### src/rtl/mips_multicycle_ctrl_if.sv
// Purpose : control bundle between the multi-cycle MIPS main FSM and its datapath.
// Latency : none, wires only; controller strobes are a Moore decode of the FSM state.
// Backpressure: mem_ready from the memory side stalls FETCH/MEMRD/MEMWR until the access completes.
// Ports   : master = controller (drives strobes, state_o, trap, instr_count),
//           slave  = datapath/memory (drives opcode, mem_ready, alu_zero).
interface mips_multicycle_ctrl_if;
    logic [5:0]  opcode;
    logic        mem_ready;
    logic        alu_zero;
    logic        PCWrite;
    logic        PCWriteCond;
    logic        IorD;
    logic        MemRead;
    logic        MemWrite;
    logic        IRWrite;
    logic        MemtoReg;
    logic        RegDst;
    logic        RegWrite;
    logic        ALUSrcA;
    logic [1:0]  ALUSrcB;
    logic [1:0]  ALUOp;
    logic [1:0]  PCSource;
    logic [3:0]  state_o;
    logic        trap;
    logic [31:0] instr_count;

    modport master (
        input  opcode, mem_ready, alu_zero,
        output PCWrite, PCWriteCond, IorD, MemRead, MemWrite, IRWrite,
               MemtoReg, RegDst, RegWrite, ALUSrcA, ALUSrcB, ALUOp,
               PCSource, state_o, trap, instr_count
    );

    modport slave (
        output opcode, mem_ready, alu_zero,
        input  PCWrite, PCWriteCond, IorD, MemRead, MemWrite, IRWrite,
               MemtoReg, RegDst, RegWrite, ALUSrcA, ALUSrcB, ALUOp,
               PCSource, state_o, trap, instr_count
    );
endinterface

### src/rtl/mips_multicycle_ctrl.sv
// Purpose : main control FSM of the multi-cycle MIPS core (fetch/decode/exec/mem/writeback, trap on bad opcode).
// Latency : CPI LW 5, R/ADDI/SUBI/SW 4, BEQ/J 3; outputs are a combinational decode of the current state.
// Backpressure: mem_ready=0 holds FETCH, MEMRD and MEMWR with their memory strobes stable, one extra cycle each.
// Ports   : clk, rst (async, active-high); bus = master side of mips_multicycle_ctrl_if.
module mips_multicycle_ctrl (
    input  logic               clk,
    input  logic               rst,
    mips_multicycle_ctrl_if.master bus
);
    localparam logic [5:0] OP_RTYPE = 6'h00;
    localparam logic [5:0] OP_LW    = 6'h23;
    localparam logic [5:0] OP_SW    = 6'h2B;
    localparam logic [5:0] OP_BEQ   = 6'h04;
    localparam logic [5:0] OP_ADDI  = 6'h08;
    localparam logic [5:0] OP_SUBI  = 6'h0E;
    localparam logic [5:0] OP_J     = 6'h02;

    typedef enum logic [3:0] {
        S_FETCH  = 4'd0,
        S_DECODE = 4'd1,
        S_MEMADR = 4'd2,
        S_MEMRD  = 4'd3,
        S_MEMWB  = 4'd4,
        S_MEMWR  = 4'd5,
        S_EXEC_R = 4'd6,
        S_ALUWB  = 4'd7,
        S_BRANCH = 4'd8,
        S_EXEC_I = 4'd9,
        S_IWB    = 4'd10,
        S_JUMP   = 4'd11,
        S_TRAP   = 4'd12
    } state_t;

    state_t      state;
    logic [31:0] instr_count;
    logic        retire;

    // Cycles in which an instruction completes; a store completes only
    // once memory accepts the write.
    always_comb begin
        retire = 1'b0;
        case (state)
            S_MEMWB, S_ALUWB, S_IWB, S_BRANCH, S_JUMP: retire = 1'b1;
            S_MEMWR:                                   retire = bus.mem_ready;
            default:                                   retire = 1'b0;
        endcase
    end

    always_ff @(posedge clk or posedge rst) begin
        if (rst) begin
            state       <= S_FETCH;
            instr_count <= 32'd0;
        end else begin
            if (retire)
                instr_count <= instr_count + 32'd1;
            case (state)
                S_FETCH:  if (bus.mem_ready) state <= S_DECODE;
                S_DECODE: begin
                    case (bus.opcode)
                        OP_LW, OP_SW:     state <= S_MEMADR;
                        OP_RTYPE:         state <= S_EXEC_R;
                        OP_BEQ:           state <= S_BRANCH;
                        OP_ADDI, OP_SUBI: state <= S_EXEC_I;
                        OP_J:             state <= S_JUMP;
                        default:          state <= S_TRAP;
                    endcase
                end
                // opcode is re-sampled here; anything that is no longer a
                // memory op is treated as illegal rather than guessed at.
                S_MEMADR: begin
                    if (bus.opcode == OP_LW)
                        state <= S_MEMRD;
                    else if (bus.opcode == OP_SW)
                        state <= S_MEMWR;
                    else
                        state <= S_TRAP;
                end
                S_MEMRD:  if (bus.mem_ready) state <= S_MEMWB;
                S_MEMWR:  if (bus.mem_ready) state <= S_FETCH;
                S_EXEC_R: state <= S_ALUWB;
                S_EXEC_I: state <= S_IWB;
                S_MEMWB, S_ALUWB, S_IWB, S_BRANCH, S_JUMP: state <= S_FETCH;
                S_TRAP:   state <= S_TRAP;
                default:  state <= S_FETCH;   // unused encodings 13-15
            endcase
        end
    end

    // Moore decode; rst blanks everything so nothing strobes while the
    // core is held in reset.
    always_comb begin
        bus.PCWrite     = 1'b0;
        bus.PCWriteCond = 1'b0;
        bus.IorD        = 1'b0;
        bus.MemRead     = 1'b0;
        bus.MemWrite    = 1'b0;
        bus.IRWrite     = 1'b0;
        bus.MemtoReg    = 1'b0;
        bus.RegDst      = 1'b0;
        bus.RegWrite    = 1'b0;
        bus.ALUSrcA     = 1'b0;
        bus.ALUSrcB     = 2'b00;
        bus.ALUOp       = 2'b00;
        bus.PCSource    = 2'b00;
        bus.trap        = 1'b0;
        bus.state_o     = 4'd0;
        bus.instr_count = 32'd0;
        if (!rst) begin
            bus.state_o     = state;
            bus.instr_count = instr_count;
            case (state)
                S_FETCH: begin
                    bus.MemRead = 1'b1;
                    bus.ALUSrcB = 2'b01;
                    bus.IRWrite = bus.mem_ready;
                    bus.PCWrite = bus.mem_ready;
                end
                S_DECODE: bus.ALUSrcB = 2'b11;
                S_MEMADR: begin
                    bus.ALUSrcA = 1'b1;
                    bus.ALUSrcB = 2'b10;
                end
                S_MEMRD: begin
                    bus.IorD    = 1'b1;
                    bus.MemRead = 1'b1;
                end
                S_MEMWB: begin
                    bus.MemtoReg = 1'b1;
                    bus.RegWrite = 1'b1;
                end
                S_MEMWR: begin
                    bus.IorD     = 1'b1;
                    bus.MemWrite = 1'b1;
                end
                S_EXEC_R: begin
                    bus.ALUSrcA = 1'b1;
                    bus.ALUOp   = 2'b10;
                end
                S_ALUWB: begin
                    bus.RegDst   = 1'b1;
                    bus.RegWrite = 1'b1;
                end
                S_EXEC_I: begin
                    bus.ALUSrcA = 1'b1;
                    bus.ALUSrcB = 2'b10;
                    bus.ALUOp   = (bus.opcode == OP_SUBI) ? 2'b01 : 2'b00;
                end
                S_IWB: bus.RegWrite = 1'b1;
                S_BRANCH: begin
                    bus.ALUSrcA     = 1'b1;
                    bus.ALUOp       = 2'b01;
                    bus.PCWriteCond = 1'b1;
                    bus.PCSource    = 2'b01;
                end
                S_JUMP: begin
                    bus.PCWrite  = 1'b1;
                    bus.PCSource = 2'b10;
                end
                S_TRAP:  bus.trap = 1'b1;
                default: ;
            endcase
        end
    end
endmodule

### src/flat_wrapper.sv
// flat-port wrapper written by rule: the top's interface ports become plain ports
module mips_multicycle_ctrl_flat 
  (clk, rst, bus_opcode, bus_mem_ready, bus_alu_zero, bus_PCWrite, bus_PCWriteCond, bus_IorD, bus_MemRead, bus_MemWrite, bus_IRWrite, bus_MemtoReg, bus_RegDst, bus_RegWrite, bus_ALUSrcA, bus_ALUSrcB, bus_ALUOp, bus_PCSource, bus_state_o, bus_trap, bus_instr_count);
  mips_multicycle_ctrl_if bus_i ();
  input  logic clk;
  input  logic rst;
  input wire logic [$bits(bus_i.opcode)-1:0] bus_opcode;
  input wire logic [$bits(bus_i.mem_ready)-1:0] bus_mem_ready;
  input wire logic [$bits(bus_i.alu_zero)-1:0] bus_alu_zero;
  output wire logic [$bits(bus_i.PCWrite)-1:0] bus_PCWrite;
  output wire logic [$bits(bus_i.PCWriteCond)-1:0] bus_PCWriteCond;
  output wire logic [$bits(bus_i.IorD)-1:0] bus_IorD;
  output wire logic [$bits(bus_i.MemRead)-1:0] bus_MemRead;
  output wire logic [$bits(bus_i.MemWrite)-1:0] bus_MemWrite;
  output wire logic [$bits(bus_i.IRWrite)-1:0] bus_IRWrite;
  output wire logic [$bits(bus_i.MemtoReg)-1:0] bus_MemtoReg;
  output wire logic [$bits(bus_i.RegDst)-1:0] bus_RegDst;
  output wire logic [$bits(bus_i.RegWrite)-1:0] bus_RegWrite;
  output wire logic [$bits(bus_i.ALUSrcA)-1:0] bus_ALUSrcA;
  output wire logic [$bits(bus_i.ALUSrcB)-1:0] bus_ALUSrcB;
  output wire logic [$bits(bus_i.ALUOp)-1:0] bus_ALUOp;
  output wire logic [$bits(bus_i.PCSource)-1:0] bus_PCSource;
  output wire logic [$bits(bus_i.state_o)-1:0] bus_state_o;
  output wire logic [$bits(bus_i.trap)-1:0] bus_trap;
  output wire logic [$bits(bus_i.instr_count)-1:0] bus_instr_count;
  assign bus_i.opcode = bus_opcode;
  assign bus_i.mem_ready = bus_mem_ready;
  assign bus_i.alu_zero = bus_alu_zero;
  assign bus_PCWrite = bus_i.PCWrite;
  assign bus_PCWriteCond = bus_i.PCWriteCond;
  assign bus_IorD = bus_i.IorD;
  assign bus_MemRead = bus_i.MemRead;
  assign bus_MemWrite = bus_i.MemWrite;
  assign bus_IRWrite = bus_i.IRWrite;
  assign bus_MemtoReg = bus_i.MemtoReg;
  assign bus_RegDst = bus_i.RegDst;
  assign bus_RegWrite = bus_i.RegWrite;
  assign bus_ALUSrcA = bus_i.ALUSrcA;
  assign bus_ALUSrcB = bus_i.ALUSrcB;
  assign bus_ALUOp = bus_i.ALUOp;
  assign bus_PCSource = bus_i.PCSource;
  assign bus_state_o = bus_i.state_o;
  assign bus_trap = bus_i.trap;
  assign bus_instr_count = bus_i.instr_count;
  mips_multicycle_ctrl u_core (.clk(clk), .rst(rst), .bus(bus_i));
endmodule
### config.mk
export PLATFORM = sky130hd
export DESIGN_NAME = mips_multicycle_ctrl_flat
export DESIGN_NICKNAME = d
export VERILOG_FILES = /design/src/rtl/mips_multicycle_ctrl_if.sv /design/src/rtl/mips_multicycle_ctrl.sv /design/src/flat_wrapper.sv
export SDC_FILE = /design/constraint.sdc
export NUM_CORES = 1
export LEC_CHECK = 0
export BUFFER_PORTS_ARGS = -buffer_cell sky130_fd_sc_hd__buf_2
export CAP_MARGIN = 15
export CORE_ASPECT_RATIO = 2
export CORE_MARGIN = 2
export CORE_UTILIZATION = 48
export CTS_CLUSTER_DIAMETER = 50
export DETAILED_ROUTE_END_ITERATION = 8
export PLACE_DENSITY = 0.77
export SLEW_MARGIN = 5
export SYNTH_ARGS = -nofsm -noshare
export SYNTH_HDL_FRONTEND = slang
export SYNTH_SLANG_ARGS = --single-unit
### constraint.sdc
create_clock -name clk -period 2.2 [get_ports clk]
set_clock_uncertainty 0.2 [all_clocks]
set_input_delay 0.44 -clock clk [delete_from_list [all_inputs] [get_ports clk]]
set_output_delay 0.44 -clock clk [all_outputs]
set_load 0.05 [all_outputs]
==> impl_metrics.tcl <==
set metrics [dict create \
    status "finished, violations left" \
    failed_checks "setup timing" \
    utilization 0.687 \
    area_growth_syn_to_layout_pct 38.0 \
    post_cts_hold_buffer_count 0 \
    share_of_final_layout_standard_cells_stronger_than_drive_strength_1 0.405 \
    finalCritPeriodShare 1.00 \
    pre_cts_slack_ns 0.0595 \
    fin_ws_ns -0.00344 \
    post_synth_inst_count 264 \
    drcViolationCount 0 \
    nets 358 \
    post-dp-hpwl_mm 4.48 \
    cts.path.max_buffers 2 \
    diodes 0 \
    grt_pass1_wl_mm 9.71 \
    switching_part_of_the_total_power 0.453 \
    holdCritPathClass "input port to async pin" \
    power_frac_seq 0.262 \
    via_count_of_the_first_global_routing_pass 2158 \
    ys.warnings.count 0 \
    count_of_unique_library_cells_instantiated_by_yosys 51 \
    vdd.ir_drop.worst_mv 1.03 \
    rsz0062_at_grt "yes" \
    ys_async_sr_fraction 1.00 \
    die_outline_area_sq_um 5610 \
    drtIter0Drc 36 \
    synth.cells.most_frequent "sky130_fd_sc_hd__nor2b_1, sky130_fd_sc_hd__dfrtp_1, sky130_fd_sc_hd__xnor2_1, sky130_fd_sc_hd__nand2_1, sky130_fd_sc_hd__nor2_1" \
    reg2reg_slack_ns 0.10 \
    maxClockFrequency_mhz 454 \
    place_inst 394 \
    clock_tree_from_tritoncts "done" \
    p_per_area_nw_per_um2 1000 \
    maximum_number_of_pins_on_one_net_before_global_route_repair 37 \
    yosys.area_share.simple 0.379 \
    ctsRootBufferMaster "sky130_fd_sc_hd__clkbuf_8" \
    cts_bufs_inserted 5 \
    syn_avg_cell_area_sq_um 9.08 \
    synth_fp_nets 275 \
    cp_data_required_time_ns 1.56 \
    rr_startpoint "u_core.state[1]" \
    synth_xor_area_frac 0.124 \
    routed_wire_length_per_instance_um 14.7 \
    port_buffers 61 \
    mappedNetlistArea_sq_um 2400 \
    clock_insertion_delay_worst_skew_ns 0.28 \
    dr_total_vias 2206 \
    dieHeight_um 104 \
    postSynth.topFlopCell "sky130_fd_sc_hd__dfrtp_1" \
    slew_viols_final 0 \
    floorplan.core_area_sq_um 4820 \
    final.hold.worst_slack_ns 0.270 \
    tritoncts_num_sinks 36 \
    critical_setup_path_class "flop to primary output" \
    synth_edf_count 0 \
    viasPerCell 5.45 \
    io_pins 63 \
    main_combinational_cell_family_by_area_after_synthesis "simple AND/OR/NAND/NOR gates" \
    worst_pin_slew_ns 0.404 \
    synth.mux.area_fraction 0.0177 \
    synth-seq-area-share 0.376 \
    setup.worst_path.start_class "flop" \
    post_synth_fa_ha_maj_area_fraction 0.00522 \
    synthMostInstantiatedCell "sky130_fd_sc_hd__nor2b_1" \
    gp_congestion 0.886 \
    netlist.top_cell.by_area "sky130_fd_sc_hd__dfrtp_1" \
    postRouteAntennaNets 0 \
    worstReg2RegEnd "u_core.instr_count[1]" \
    netSwitchingPower_mw 1.50 \
    max_slew_headroom 0.723 \
    drtPass1Iterations 4 \
    synth.ff_latch_count 36 \
    hold_viol_final 0 \
    cp_max_fo 3 \
    clockPowerShare 0.142 \
    setup_viol 1 \
    wirelength_mm 5.97 \
    area_fraction_in_compound_gates_after_synthesis 0.0506 \
    cell_internal_pwr_mw 1.81 \
    grt_antenna_before_repair 0 \
    netlist_top_cells_area "sky130_fd_sc_hd__dfrtp_1, sky130_fd_sc_hd__nor2b_1, sky130_fd_sc_hd__xnor2_1" \
    clkTransAtPathRegs_ns 0.07 \
    min_period_ns 2.20 \
    globalRouteOverflowTotal 0 \
    crit_arrival_ns 1.56 \
    netlist.area_leader.share 0.376 \
    r2r.worst_path.cells 5 \
    gr-usage-all-layers 0.227 \
    floorplan.initialDensity 0.497 \
    htree_levels 2 \
    drv_cap 0 \
    leakage_nw 1.58 \
    comb_power_share 0.596 \
    rows 36 \
    critical_path.endpoint_type "primary output" \
    chipWidth_um 54.0 \
    finish.cell_count_without_fillers 405 \
]
[logic make-up (layout without fill, tap and decap cells)]
| group | Yosys count | after routing |
|---|---|---|
| AND/OR/NAND/NOR | 151 | 151 |
| flip-flops | 36 | 36 |
| XOR/XNOR | 34 | 34 |
| buffers and inverters | 22 | 106 |
| AO/OA/AOI/OAI | 16 | 16 |
| multiplexers | 4 | 4 |
| adder cells (fa/ha/maj) | 1 | 1 |
[flip-flops by register name, indices dropped and copies added, names as in the netlist]
register	cells
u_core.instr_count	32
u_core.state	4
[per-stage QoR]
stage	instance area (sq um)	setup TNS (ns)	power (mW)
2_1_floorplan	2550	-1.25	2.11
3_3_place_gp	3030	0	2.57
3_5_place_dp	3030	0	2.60
4_1_cts	3190	-0.0168	3.17
5_1_grt	3310	-0.303	3.50
6_report	3310	-0.00344	3.31
[layout by cell type, fill, tap and decap left out, types with 2 or more instances in the layout]
master                      n
sky130_fd_sc_hd__buf_2     46
sky130_fd_sc_hd__dfrtp_1   34
sky130_fd_sc_hd__nor2b_1   33
sky130_fd_sc_hd__buf_4     26
sky130_fd_sc_hd__xnor2_1   23
sky130_fd_sc_hd__nand2_1   17
sky130_fd_sc_hd__buf_6     15
sky130_fd_sc_hd__nand3_1   13
sky130_fd_sc_hd__nand4_1   11
sky130_fd_sc_hd__xor2_1    11
sky130_fd_sc_hd__and3_1    10
sky130_fd_sc_hd__nor2_1     9
sky130_fd_sc_hd__nor3_1     8
sky130_fd_sc_hd__clkbuf_8   6
sky130_fd_sc_hd__inv_1      5
sky130_fd_sc_hd__and4_1     5
sky130_fd_sc_hd__nor3_2     4
sky130_fd_sc_hd__nor2_4     4
sky130_fd_sc_hd__nor2b_4    3
sky130_fd_sc_hd__nor2_2     3
sky130_fd_sc_hd__a21oi_1    3
sky130_fd_sc_hd__nor4_1     3
sky130_fd_sc_hd__clkbuf_4   3
sky130_fd_sc_hd__nor2b_2    2
sky130_fd_sc_hd__a21oi_2    2
sky130_fd_sc_hd__and3_4     2
sky130_fd_sc_hd__nor4_4     2
sky130_fd_sc_hd__nor3_4     2
sky130_fd_sc_hd__mux2i_1    2
sky130_fd_sc_hd__clkbuf_1   2
sky130_fd_sc_hd__dfrtp_2    2
[cell type report]
type	count	area [sq um]
multi-input cells	206	1570
fillers	416	1510
inverters	6	26.3
clock buffers	8	90.1
repair buffers	92	652
well taps	57	71.3
flip-flops and latches	36	903
[timing repair]
action	4_1_cts	5_1_grt
endpoints found under the setup margin	13	16
hold endpoints to repair	0	0
setup buffers	2	1
resized for setup	22	33
[worst max-delay path by stage]
stage,start,end,slack (ns),cells past startpoint
after CTS,u_core.state[0],bus_PCWrite,-0.02,5
after global routing,u_core.state[3],bus_PCWrite,-0.07,6
after global placement,bus_opcode[5],u_core.state[3],0.03,6
final,u_core.state[3],bus_PCWrite,-0.003,5
after detailed placement,bus_opcode[5],u_core.state[3],0.06,6
after floorplan,rst,bus_PCSource[0],-0.24,4
[worst max-delay path: stages, from the launching register on]
cell and delay [ns]:
sky130_fd_sc_hd__dfrtp_1 0.39, sky130_fd_sc_hd__nor2b_2 0.17, sky130_fd_sc_hd__buf_4 0.15, sky130_fd_sc_hd__and3_4 0.18, sky130_fd_sc_hd__or2_4 0.24, sky130_fd_sc_hd__buf_8 0.15
[power by group through the flow]
stage | registers, mW | clock network, mW | logic, mW
floorplan | 0.820 | 0 | 1.29
global placement | 0.859 | 0 | 1.71
detailed placement | 0.862 | 0 | 1.73
CTS | 0.856 | 0.481 | 1.84
global route | 0.883 | 0.507 | 2.11
finish | 0.866 | 0.471 | 1.97
[metal layers]
| layer | share of wire | global-route usage | wire [um] |
|---|---|---|---|
| met3 | 0.043 | 0.0374 | 257 |
| met1 | 0.34 | 0.242 | 2060 |
| met2 | 0.57 | 0.403 | 3410 |
| met4 | 0.040 | 0.113 | 240 |
| met5 | 0 | 0 | 0 |
No activity file was read; power rests on OpenSTA's default activity.
